`src/rtl/div_out_stage_if.sv`:
```
// Result handshake between the final divider cell, the output FIFO and its consumer.
//   in_rdy        : final-stage result valid this cycle (no backpressure)
//   in_merchant   : final-stage quotient, N bits
//   in_remainder  : final-stage remainder, M bits
//   in_divisor    : divisor carried with the result, used for zero detection
//   out_valid     : FIFO head holds a result
//   out_ready     : consumer accepts the head this cycle
//   out_quot      : head quotient
//   out_rem       : head remainder
//   out_dz        : head result was a divide-by-zero
// slave modport is the FIFO side; master modport is the producer/consumer side.
interface div_out_stage_if #(
    parameter int unsigned N = 5,
    parameter int unsigned M = 3
);
    logic         in_rdy;
    logic [N-1:0] in_merchant;
    logic [M-1:0] in_remainder;
    logic [M-1:0] in_divisor;
    logic         out_valid;
    logic         out_ready;
    logic [N-1:0] out_quot;
    logic [M-1:0] out_rem;
    logic         out_dz;

    modport slave (
        input  in_rdy, in_merchant, in_remainder, in_divisor, out_ready,
        output out_valid, out_quot, out_rem, out_dz
    );

    modport master (
        output in_rdy, in_merchant, in_remainder, in_divisor, out_ready,
        input  out_valid, out_quot, out_rem, out_dz
    );
endinterface

```
`src/rtl/div_out_stage.sv`:
```
// Output stage of the divider: captures each final-stage result into a small
// FIFO, substituting a divide-by-zero marker when the divisor is zero, and
// tracks results lost to overflow.
//   clk      : clock, rising edge
//   rst      : asynchronous active-high reset
//   bus      : result handshake (slave side), see div_out_stage_if
//   ovf_clr  : clears ovf and drop_cnt (a same-cycle drop wins)
//   count    : current occupancy
//   full     : count == DEPTH
//   ovf      : sticky, a result was dropped
//   drop_cnt : saturating count of dropped results
module div_out_stage #(
    parameter int unsigned N     = 5,
    parameter int unsigned M     = 3,
    parameter int unsigned DEPTH = 4
) (
    input  logic                    clk,
    input  logic                    rst,
    div_out_stage_if.slave          bus,
    input  logic                    ovf_clr,
    output logic [$clog2(DEPTH):0]  count,
    output logic                    full,
    output logic                    ovf,
    output logic [7:0]              drop_cnt
);

    localparam int unsigned PW = $clog2(DEPTH);
    localparam int unsigned CW = PW + 1;

    logic [N-1:0]  quot_q [DEPTH];
    logic [N-1:0]  quot_d [DEPTH];
    logic [M-1:0]  rem_q  [DEPTH];
    logic [M-1:0]  rem_d  [DEPTH];
    logic          dz_q   [DEPTH];
    logic          dz_d   [DEPTH];

    logic [PW-1:0] wptr_q, wptr_d;
    logic [PW-1:0] rptr_q, rptr_d;
    logic [CW-1:0] count_q, count_d;
    logic          valid_q, valid_d;
    logic          full_q, full_d;
    logic          ovf_q, ovf_d;
    logic [7:0]    drop_cnt_q, drop_cnt_d;

    logic          pop;
    logic          push_ok;
    logic          drop;
    logic          dz_in;

    // Next-state: pointers, occupancy, storage write and overflow tracking.
    always_comb begin
        quot_d     = quot_q;
        rem_d      = rem_q;
        dz_d       = dz_q;
        wptr_d     = wptr_q;
        rptr_d     = rptr_q;
        count_d    = count_q;
        ovf_d      = ovf_q;
        drop_cnt_d = drop_cnt_q;

        pop     = valid_q && bus.out_ready;
        // A pop in the same cycle frees a slot, so a push into a full FIFO still lands.
        push_ok = bus.in_rdy && ((count_q != CW'(DEPTH)) || pop);
        drop    = bus.in_rdy && !push_ok;
        dz_in   = (bus.in_divisor == '0);

        if (push_ok) begin
            quot_d[wptr_q] = dz_in ? '1 : bus.in_merchant;
            rem_d[wptr_q]  = dz_in ? '0 : bus.in_remainder;
            dz_d[wptr_q]   = dz_in;
            wptr_d         = wptr_q + PW'(1);
        end

        if (pop) begin
            rptr_d = rptr_q + PW'(1);
        end

        if (push_ok && !pop) begin
            count_d = count_q + CW'(1);
        end else if (!push_ok && pop) begin
            count_d = count_q - CW'(1);
        end

        // Drop takes priority over a simultaneous clear.
        if (drop) begin
            ovf_d = 1'b1;
            if (ovf_clr) begin
                drop_cnt_d = 8'd1;
            end else if (drop_cnt_q != 8'hFF) begin
                drop_cnt_d = drop_cnt_q + 8'd1;
            end
        end else if (ovf_clr) begin
            ovf_d      = 1'b0;
            drop_cnt_d = 8'd0;
        end

        valid_d = (count_d != '0);
        full_d  = (count_d == CW'(DEPTH));
    end

    // State registers; reset also zeroes storage so the head reads as zero.
    always_ff @(posedge clk or posedge rst) begin
        if (rst) begin
            for (int i = 0; i < int'(DEPTH); i++) begin
                quot_q[i] <= '0;
                rem_q[i]  <= '0;
                dz_q[i]   <= 1'b0;
            end
            wptr_q     <= '0;
            rptr_q     <= '0;
            count_q    <= '0;
            valid_q    <= 1'b0;
            full_q     <= 1'b0;
            ovf_q      <= 1'b0;
            drop_cnt_q <= '0;
        end else begin
            quot_q     <= quot_d;
            rem_q      <= rem_d;
            dz_q       <= dz_d;
            wptr_q     <= wptr_d;
            rptr_q     <= rptr_d;
            count_q    <= count_d;
            valid_q    <= valid_d;
            full_q     <= full_d;
            ovf_q      <= ovf_d;
            drop_cnt_q <= drop_cnt_d;
        end
    end

    assign bus.out_valid = valid_q;
    assign bus.out_quot  = quot_q[rptr_q];
    assign bus.out_rem   = rem_q[rptr_q];
    assign bus.out_dz    = dz_q[rptr_q];
    assign count         = count_q;
    assign full          = full_q;
    assign ovf           = ovf_q;
    assign drop_cnt      = drop_cnt_q;

endmodule

```
`src/flat_wrapper.sv`:
```
// flat-port wrapper written by rule: the top's interface ports become plain ports
module div_out_stage_flat 
#(
    parameter int unsigned N     = 5,
    parameter int unsigned M     = 3,
    parameter int unsigned DEPTH = 4
)
  (clk, rst, ovf_clr, count, full, ovf, drop_cnt, bus_in_rdy, bus_in_merchant, bus_in_remainder, bus_in_divisor, bus_out_ready, bus_out_valid, bus_out_quot, bus_out_rem, bus_out_dz);
  div_out_stage_if #(.N(N), .M(M)) bus_i ();
  input  logic clk;
  input  logic rst;
  input  logic ovf_clr;
  output logic [$clog2(DEPTH):0] count;
  output logic full;
  output logic ovf;
  output logic [7:0] drop_cnt;
  input wire logic [$bits(bus_i.in_rdy)-1:0] bus_in_rdy;
  input wire logic [$bits(bus_i.in_merchant)-1:0] bus_in_merchant;
  input wire logic [$bits(bus_i.in_remainder)-1:0] bus_in_remainder;
  input wire logic [$bits(bus_i.in_divisor)-1:0] bus_in_divisor;
  input wire logic [$bits(bus_i.out_ready)-1:0] bus_out_ready;
  output wire logic [$bits(bus_i.out_valid)-1:0] bus_out_valid;
  output wire logic [$bits(bus_i.out_quot)-1:0] bus_out_quot;
  output wire logic [$bits(bus_i.out_rem)-1:0] bus_out_rem;
  output wire logic [$bits(bus_i.out_dz)-1:0] bus_out_dz;
  assign bus_i.in_rdy = bus_in_rdy;
  assign bus_i.in_merchant = bus_in_merchant;
  assign bus_i.in_remainder = bus_in_remainder;
  assign bus_i.in_divisor = bus_in_divisor;
  assign bus_i.out_ready = bus_out_ready;
  assign bus_out_valid = bus_i.out_valid;
  assign bus_out_quot = bus_i.out_quot;
  assign bus_out_rem = bus_i.out_rem;
  assign bus_out_dz = bus_i.out_dz;
  div_out_stage #(.N(N), .M(M), .DEPTH(DEPTH)) u_core (.clk(clk), .rst(rst), .bus(bus_i), .ovf_clr(ovf_clr), .count(count), .full(full), .ovf(ovf), .drop_cnt(drop_cnt));
endmodule
```
`config.mk`:
```
export PLATFORM = sky130hd
export DESIGN_NAME = div_out_stage_flat
export DESIGN_NICKNAME = d
export VERILOG_FILES = /design/src/rtl/div_out_stage_if.sv /design/src/rtl/div_out_stage.sv /design/src/flat_wrapper.sv
export SDC_FILE = /design/constraint.sdc
export NUM_CORES = 1
export LEC_CHECK = 0
export CORE_MARGIN = 2
export CORE_UTILIZATION = 54
export CTS_CLUSTER_SIZE = 12
export DETAILED_ROUTE_END_ITERATION = 10
export PLACE_DENSITY_LB_ADDON = 0.25
export SETUP_SLACK_MARGIN = 0.1
export SLEW_MARGIN = 20
export SYNTH_ARGS = -nofsm -noshare
export SYNTH_HDL_FRONTEND = slang
export SYNTH_SLANG_ARGS = --single-unit
export TNS_END_PERCENT = 20
```
`constraint.sdc`:
```
create_clock -name clk -period 2.4 [get_ports clk]
set_input_delay 0.48 -clock clk [delete_from_list [all_inputs] [get_ports clk]]
set_output_delay 0.48 -clock clk [all_outputs]
set_load 0.05 [all_outputs]
```
==> impl_metrics.yaml <==
yosys:
  synth_top_family_by_area: "compound AO/OA/AOI/OAI gates"
  synth_top_area_cell: "dfrtp_1"
  yosys.area_share.simple_pct: 15.3
  synth-seq-cells: 54
  ys_warn_count: 0
  avgSynthCellArea_um2: 10.7
  synth_cells: 245
  synth-compound-area-share_pct: 15.9
  muxShareOfSynthArea_pct: 8.19
  syn-num-nets: 269
  synth_area_leaders: "dfrtp_1 52%, mux4_2 7.8%, o21ai_0 7.7%"
  seq_area_frac_synth_pct: 51.7
  synth_top_area_share_pct: 51.7
  synth_xor_area_share_pct: 1.34
  synth_cell_types: 40
  synth_area_um2: 2610
  synthAdderAreaFrac_pct: 3.83
final_layout:
  area_delta_synth_final_pct: 22.1
  final_nets: 312
  drive_gt1_share_pct: 15.6
  post-route-util_pct: 68.0
  stdcell_count: 343
  diodes: 0
global_routing:
  grt_usage_pct: 20.5
  antenna_found_initial: 0
  grt_pass1_wl_um: 8560
  grt_pass1_vias: 1803
  grt_overflow_total: 0
  grt_max_degree: 27
timing:
  drv_slew: 0
  fin_ws_ns: 0.262
  rsz0062_at_grt: "no"
  slew_headroom_pct: 50.2
  setup_tns_ns: 0
  finalClockSkew_ns: 0.00892
  finalCritPeriodShare_pct: 89.1
  tightest_slew_ns: 0.745
  finalCriticalPeriod_ns: 2.14
  setup_violations: 0
  hold_viol: 0
  fmax_ghz: 0.468
place:
  dp_hpwl_um: 3580
  routabilityCongestion: 0.858
  dpl.cell_count: 335
  port_buffers: 38
  pre_cts_slack_ns: 0.215
min_path:
  hp-class: "flip-flop to flip-flop"
worst_setup_path:
  worst_path_max_delay_cell: "dfrtp_1"
  path_class: "flip-flop to output pin"
  end_kind: "output pin"
  required_ns: 1.92
  worstPathMaxFanout: 7
  cp_cell_sequence: "mux4_2 -> buf_4"
  max_stage_delay_ns: 0.60
  critical_path.top_delay_family: "flip-flops"
  path_buf_inv: 1
  start_kind: "flip-flop"
  crit_arrival_ns: 1.66
run_status:
  outcome: "finished, final reports clean"
clock_network:
  post-cts-setup-buffers: 0
  numCtsBuffers: 5
  cts_max_level: 2
  hold_buffers: 0
  cts-root-buf: "clkbuf_8"
  cts_resized: 0
  cts_tree: "done"
  clkLatencyLatePin_ns: 0.31
  clock-sinks: 54
  clockBufferDepth: 2
  cts.clk_slew.worst_paths_ns: 0.09
power:
  irDropWorstVdd_mv: 0.939
  p_leak_uw: 0.00139
  p_total_uw: 4370
  power_density_nw_per_um2: 1370
floorplan:
  dieArea_um2: 5410
  coreArea_um2: 4690
  chipWidth_um: 73.6
  fp-row-count: 25
  initial_core_util_pct: 55.7
  io_pins: 39
  die_h_um: 73.6
routing:
  dr.pass1.iters: 4
  vias_per_cell: 5.74
  num_vias: 1970
  wl_met1_um: 2410
  ant_nets: 0
  dr_wl_met2_um: 2360
  routed-wl-met3_um: 209
  wl_per_cell_um: 14.7
  highest-signal-layer: "met4"
  drt-initial-drc-count: 151
  drc: 0
  wl_um: 5040
job:
  cap_violations: 0
[flip-flops by register name (all words and copies together) (netlist names), 2 cells and up]
name	count
u_core.drop_cnt	8
u_core.wptr_q	2
u_core.count	3
u_core.dz_q	4
u_core.rptr_q	2
u_core.quot_q	20
u_core.rem_q	12
[layout by cell type, fill, tap and decap left out, types with 2 or more instances in the layout]
cell,n
and2_1,2
ha_1,8
o211ai_2,4
inv_1,7
o31ai_1,3
dfrtp_1,54
mux4_2,9
nor3_1,2
a21oi_1,8
clkbuf_8,5
nor2_1,9
xnor2_1,4
buf_12,2
nand3_1,5
nand3b_1,2
nand2_1,45
buf_4,17
o311ai_0,2
clkdlybuf4s50_1,29
o21ai_0,40
or4_1,4
or3_1,3
a311oi_1,3
a31oi_1,3
[Yosys cell counts]
cell type	count
dfrtp_1	54
nand2_1	45
o21ai_0	40
mux4_2	9
nor2_1	9
a21oi_1	8
ha_1	8
inv_1	8
buf_2	7
nand3_1	5
o211ai_2	4
or4_1	4
xnor2_1	4
a311oi_1	3
a31oi_1	3
o31ai_1	3
or3_1	3
and2_1	2
clkbuf_1	2
nand3b_1	2
nor3_1	2
o311ai_0	2
a211oi_1	1
a21boi_0	1
a22oi_1	1
a41o_1	1
and3_1	1
and4b_1	1
buf_1	1
buf_4	1
buf_6	1
mux2_2	1
nand2_4	1
nand2b_1	1
nand4_1	1
nand4_4	1
nor2b_1	1
nor3b_2	1
nor4_1	1
o41ai_1	1
[stage by stage]
step | hold WS (ns) | area (um2)
3_5_place_dp | 0.466 | 3070
2_1_floorplan | 0.445 | 2610
6_report | 0.485 | 3190
5_1_grt | 0.517 | 3190
4_1_cts | 0.491 | 3190
3_3_place_gp | 0.456 | 3070
[routing by layer]
layer,GRT usage [%],vias up
li1,-,973
met1,29.4,939
met2,32.1,51
met3,3.29,7
met4,6.46,0
met5,0,-
[area by class of cell]
cell class	instances	area (um2)
Sequential cell	54	1350
Multi-Input combinational cell	171	1170
Clock buffer	5	68.8
Tap cell	54	67.6
Fill cell	370	1500
Clock inverter	3	48.8
Inverter	8	30.0
Timing Repair Buffer	48	458
[kinds of logic (layout without fill, tap and decap cells)]
| group | after synthesis | in the layout |
|---|---|---|
| AND/OR/NAND/NOR | 81 | 81 |
| AO/OA/AOI/OAI | 68 | 68 |
| flip-flops | 54 | 54 |
| buffers and inverters | 20 | 64 |
| multiplexers | 10 | 10 |
| adder cells (fa/ha/maj) | 8 | 8 |
| XOR/XNOR | 4 | 4 |
[worst paths after layout]
kind,startpoint,to,slack [ns],cells past startpoint
hold / removal,u_core.quot_q[5],u_core.quot_q[5],0.48,2
setup reg to reg,u_core.count[1],u_core.quot_q[8],0.32,5
max in group asynchronous,rst,u_core.quot_q[2],1.40,3
hold reg to reg,u_core.quot_q[5],u_core.quot_q[5],0.48,2
setup / recovery,u_core.rptr_q[1],bus_out_rem[2],0.26,2
min in group asynchronous,rst,u_core.full,0.49,2
[power by group]
part | total (uW) | switching [uW] | internal [uW] | leakage [uW]
clock | 626 | 308 | 318 | 0.0000563
sequential | 1540 | 258 | 1280 | 0.000684
combinational | 2210 | 1350 | 856 | 0.000646
total | 4370 | 1920 | 2450 | 0.00139
[tightest hold or removal path, cell delays in order (launching register included)]
cell and delay (ns):
dfrtp_1 0.35, nand2_1 0.04, o21ai_0 0.06
Power figures use the tool's default switching activity.
